[config.mk]
export PLATFORM = sky130hd
export DESIGN_NAME = mult_div_unit
export DESIGN_NICKNAME = d
export VERILOG_FILES = /design/src/rtl/mult_div_unit.sv
export SDC_FILE = /design/constraint.sdc
export NUM_CORES = 1
export LEC_CHECK = 0
export ABC_CLOCK_PERIOD_IN_PS = 3940
export BUFFER_PORTS_ARGS = -buffer_cell sky130_fd_sc_hd__clkbuf_2
export CAP_MARGIN = 20
export CORE_UTILIZATION = 45
export DETAILED_ROUTE_END_ITERATION = 16
export PLACE_DENSITY = 0.74
export SLEW_MARGIN = 20
export SYNTH_ARGS = -nofsm -noshare
export SYNTH_HDL_FRONTEND = slang
export SYNTH_SLANG_ARGS = --single-unit
[constraint.sdc]
create_clock -name clk -period 3.94 [get_ports clk]
set_input_delay 0 -clock clk [delete_from_list [all_inputs] [get_ports clk]]
set_output_delay 0 -clock clk [all_outputs]
set_load 0.05 [all_outputs]
[src/rtl/mult_div_unit.sv]
// Iterative signed 32-bit Booth multiplier / restoring divider.
// The divider is built only when MULT_DIV_DIVIDER_EN is defined.
module mult_div_unit (
  input  logic        clk,
  input  logic        reset,
  input  logic        mult_start,
  input  logic        div_start,
  input  logic [31:0] a,
  input  logic [31:0] b,
  output logic [31:0] mult_hi,
  output logic [31:0] mult_lo,
  output logic [31:0] div_hi,
  output logic [31:0] div_lo,
  output logic        div_zero,
  output logic        busy,
  output logic        done
);

  typedef enum logic [2:0] {
    IDLE, MULT, DIV, FIX, DONE
  } state_t;

  state_t      state, stateNext;
  logic [4:0]  cnt;
  logic [31:0] opReg;
  logic [31:0] pHi, pLo;
  logic        qm1;
  logic [32:0] boothSum;
  logic        lastIter;

  assign lastIter = (cnt == 5'd31);
  assign busy     = (state != IDLE);
  assign done     = (state == DONE);

`ifdef MULT_DIV_DIVIDER_EN
  logic        negQ, negR;
  logic [31:0] divHiR, divLoR;
  logic [31:0] absA, absB;
  logic [33:0] divDiff;

  assign absA    = a[31] ? -a : a;
  assign absB    = b[31] ? -b : b;
  assign divDiff = {1'b0, pHi, pLo[31]} - {2'b00, opReg};
  assign div_hi  = divHiR;
  assign div_lo  = divLoR;
`else
  assign div_hi  = '0;
  assign div_lo  = '0;
`endif

  always_comb begin
    boothSum = {pHi[31], pHi};
    unique case ({pLo[0], qm1})
      2'b01:   boothSum = {pHi[31], pHi} + {opReg[31], opReg};
      2'b10:   boothSum = {pHi[31], pHi} - {opReg[31], opReg};
      default: boothSum = {pHi[31], pHi};
    endcase
  end

  always_comb begin
    stateNext = state;
    unique case (state)
      IDLE: begin
        if (mult_start)
          stateNext = MULT;
        else if (div_start) begin
`ifdef MULT_DIV_DIVIDER_EN
          stateNext = (b == '0) ? DONE : DIV;
`else
          stateNext = DONE;
`endif
        end
      end
      MULT: if (lastIter) stateNext = DONE;
`ifdef MULT_DIV_DIVIDER_EN
      DIV:  if (lastIter) stateNext = FIX;
      FIX:  stateNext = DONE;
`endif
      DONE:    stateNext = IDLE;
      default: stateNext = IDLE;
    endcase
  end

  always_ff @(posedge clk) begin
    if (reset) begin
      state    <= IDLE;
      cnt      <= '0;
      opReg    <= '0;
      pHi      <= '0;
      pLo      <= '0;
      qm1      <= 1'b0;
      mult_hi  <= '0;
      mult_lo  <= '0;
      div_zero <= 1'b0;
`ifdef MULT_DIV_DIVIDER_EN
      negQ     <= 1'b0;
      negR     <= 1'b0;
      divHiR   <= '0;
      divLoR   <= '0;
`endif
    end else begin
      state <= stateNext;
      unique case (state)
        IDLE: begin
          if (mult_start) begin
            opReg <= a;
            pHi   <= '0;
            pLo   <= b;
            qm1   <= 1'b0;
            cnt   <= '0;
          end else if (div_start) begin
`ifdef MULT_DIV_DIVIDER_EN
            div_zero <= (b == '0);
            opReg    <= absB;
            pHi      <= '0;
            pLo      <= absA;
            negQ     <= a[31] ^ b[31];
            negR     <= a[31];
            cnt      <= '0;
`else
            div_zero <= 1'b1;
`endif
          end
        end
        MULT: begin
          pHi <= boothSum[32:1];
          pLo <= {boothSum[0], pLo[31:1]};
          qm1 <= pLo[0];
          cnt <= cnt + 5'd1;
          if (lastIter) begin
            mult_hi <= boothSum[32:1];
            mult_lo <= {boothSum[0], pLo[31:1]};
          end
        end
`ifdef MULT_DIV_DIVIDER_EN
        DIV: begin
          // Keep the trial difference only when it did not borrow
          if (!divDiff[33])
            pHi <= divDiff[31:0];
          else
            pHi <= {pHi[30:0], pLo[31]};
          pLo <= {pLo[30:0], ~divDiff[33]};
          cnt <= cnt + 5'd1;
        end
        FIX: begin
          divLoR <= negQ ? -pLo : pLo;
          divHiR <= negR ? -pHi : pHi;
        end
`endif
        default: ;
      endcase
    end
  end

endmodule

==> summary.txt <==
Run status
  – Status: complete, no violations

Setup path
  – Setup crit end kind: flop
  – Critical Path Stages: 16
  – Setup crit start kind: flop
  – Crit-path max cell delay: 0.57 ns
  – CP Max Fanout: 5
  – Worst EP arrival: 4.00 ns
  – Crit-path slowest cell: or4_4
  – Critical path data required time: 4.20 ns
  – Crit Path Category: flop to flop
  – R2R depth: 16
  – Critical path's top delay family: simple AND/OR/NAND/NOR gates
  – Critical-path cell list: or4_4 -> nor4b_4 -> nand3_2 -> buf_4 -> nor3b_4 -> nor2_1 -> xnor2_1 -> ha_1 -> buf_4 -> a21o_1 -> a21o_1 -> a211oi_2 -> o21ai_1 -> o22ai_1 -> xor2_1 -> o22ai_1
  – CP bufs+invs: 2

Placed design
  – DP HPWL: 19,000 µm
  – Area after DPL: 10,500 µm²
  – GPL Wtd Cong: 0.963
  – Worst slack, placed: -0.106 ns
  – # port buffers: 134

Yosys
  – Synth area leader: dfxtp_1
  – Post-Synth Simple-Gate Area: 23.5%
  – Synth warn: 0
  – Top cells by count, synth: nand2_1 (270), dfxtp_1 (169), a21oi_1 (154)
  – Post-synth EDFFs: 0
  – Largest family of logic cells by synthesized area: simple AND/OR/NAND/NOR gates
  – Ys flop type: dfxtp_1
  – Post-synthesis mux area share: 1.05%
  – Cells after Synth: 1,292
  – Post-Synth XOR/XNOR Area: 5.18%
  – Ys async rst share: 0%
  – Seq/Total Area, Yosys: 35.1%
  – Mean area per synthesized cell: 7.45 µm²
  – Synth top area share: 35.1%
  – Synth unique cells: 64
  – FF+latch count, synth: 169
  – Synth Area in Compound Gates: 20.8%
  – Synth area leaders: dfxtp_1 (35%), nand2_1 (11%), a21oi_1 (8.0%)
  – Adder-Cell Fraction of Synth Area: 4.89%
  – Count leader, synth: nand2_1
  – Cell Area, Synth: 9630 µm²

Route
  – Via count: 9,576
  – Post-route DRC: 0
  – Vias per inst: 5.42
  – DR iter-0 viols: 527
  – DR pass1 iterations: 7
  – Wire length per cell: 15.5 µm
  – DRT antenna net count: 0
  – WL final: 27,400 µm

Power
  – Switch Pwr: 1.76 mW
  – Tot Pwr: 5.15 mW
  – Comb power frac: 30.1%
  – Worst IR drop on VDD: 0.271 mV
  – PwrDens: 429 nW/µm²
  – Internal: 3.39 mW
  – Clock power share: 33.5%
  – Switching share of total power: 34.2%
  – Leakage dissipation: 4.89 nW
  – Sequential share of power: 36.4%

Global routing
  – Number of global-route vias before repair: 8,782
  – Grt total ovfl: 0
  – Initial antenna violation count: 0
  – First-pass GRT wire length: 43,700 µm
  – Aggregate global-route resource usage: 24.9%
  – Pin count of the biggest net entering global routing: 110

Layout
  – Share of layout cells above drive strength 1: 18.3%
  – Final instance area: 12,000 µm²
  – Final nets: 1,583
  – Area of the multi-input gates: 5780 µm²
  – Antenna cells: 0
  – Final Util: 57.1%
  – Filler cell count: 1,951
  – Sequential cell area: 3380 µm²
  – P&R area growth vs syn: 24.7%

Floorplanning
  – Die area: 22,000 µm²
  – Num rows: 53
  – I/O pin total: 199
  – Die Wd: 148 µm
  – Starting Density: 45.8%
  – Core ar.: 21,000 µm²
  – Die H: 148 µm

STA
  – Unrepaired setup endpoints after global routing: true
  – Max-slew violations: 0
  – Min Tclk post-route: 3.74 ns
  – Worst Skew: 0.0163 ns
  – Slew headroom: 34.1%
  – Final hold violations: 0
  – Fmax: 0.267 GHz
  – Setup slack after layout: 0.198 ns
  – Final setup violating endpoints: 0
  – Slew at the pin with the worst max-slew slack: 0.989 ns
  – Fin crit share: 95.0%

Worst hold path
  – Hold Crit Depth: 2
  – Worst hold-check path type: input pin to flop

Flow run
  – MaxCap Viol Count: 0

Clock tree
  – Longest Clk Path Bufs: 2
  – Worst-Skew Late Latency: 0.44 ns
  – Clock sink total: 169
  – Clock transition at path regs: 0.07 ns
  – TritonCTS clock tree: built
  – Num CTS Buffers: 17
  – Root buf cell: clkbuf_16
  – CTS H-tree lvls: 4
[state kept, by name, summed over array words and instances (netlist names)]
signal,count
cnt,5
div_zero,1
mult_hi,32
mult_lo,32
opReg,32
pHi,32
pLo,32
qm1,1
state,2
[cells in the final DEF (no fill, tap or decap), types with 6 or more instances in the layout]
master,count
xnor2_1,44
buf_4,57
nor3_1,25
nand2_1,266
inv_1,22
mux2i_1,9
nor2_1,127
a21oi_1,151
a21o_1,14
o21ai_1,9
o21ai_0,27
a311oi_1,38
clkbuf_2,133
nand4_1,10
a211oi_1,22
dfxtp_1,169
ha_1,33
nand3_1,28
xor2_1,10
nand2b_1,6
clkbuf_16,17
a31oi_1,15
conb_1,64
dlygate4sd3_1,67
[kinds of logic (layout without fill, tap and decap cells)]
logic type,after synthesis,after routing
buffers and inverters,178,314
AO/OA/AOI/OAI,323,323
other,1,64
XOR/XNOR,57,57
adder cells (fa/ha/maj),37,37
AND/OR/NAND/NOR,517,517
flip-flops,169,169
multiplexers,10,10
[stage by stage]
| step | std cells | TNS [ns] | hold slack, ns |
|---|---|---|---|
| floorplan | 1355 | 0 | 0.136 |
| global placement | 1661 | -0.611 | 0.226 |
| detailed placement | 1661 | -0.427 | 0.230 |
| CTS | 1760 | 0 | 0.196 |
| global route | 1766 | -0.248 | 0.274 |
| finish | 1766 | 0 | 0.224 |
[layer usage]
layer | GRT usage (%) | part of all wire (%)
met3 | 3.99 | 4.8
met5 | 0 | 0
met4 | 9.64 | 3.1
met1 | 31.3 | 43
met2 | 42.4 | 49
[worst register-to-register path: cells and delay by family, from the launching register on]
family	cells	cell delay (ns)
AOI/OAI and AO/OA	6	1.01
buffers and inverters	2	0.32
and+or+nand+nor	5	1.20
DFF	1	0.32
adders and majority gates	1	0.38
xor gates and xnor gates	2	0.35
[area by class of cell]
cell class	count	area share [%]
clock buffers	21	3.92
clock inverters	11	1.14
inverters	23	0.719
multi-input cells	1008	48.2
flip-flops and latches	169	28.2
well taps	275	2.87
repair buffers	259	15.0
[power by group through the flow]
stage,sequential (mW),combinational [mW],clock [mW]
3_3_place_gp,1.90,1.41,0
3_5_place_dp,1.90,1.42,0
6_report,1.87,1.55,1.73
5_1_grt,1.88,1.70,1.82
4_1_cts,1.87,1.48,1.76
2_1_floorplan,1.88,1.09,0
[repair_timing]
action,in CTS,in global routing
gates resized for setup,3,41
endpoints found under the setup margin,6,22
buffers inserted,0,5
pin swaps,0,24
hold buffers,67,0
endpoints found under the hold margin,66,0
[final timing paths]
kind,start,endpoint,slack (ns)
worst min register to register,mult_hi[20],mult_hi[20],0.45
worst max register to register,opReg[14],mult_hi[30],0.20
worst min-delay path,reset,div_zero,0.22
worst max-delay path,opReg[14],mult_hi[30],0.20
Note: power is estimated with default switching activity, not from simulation.
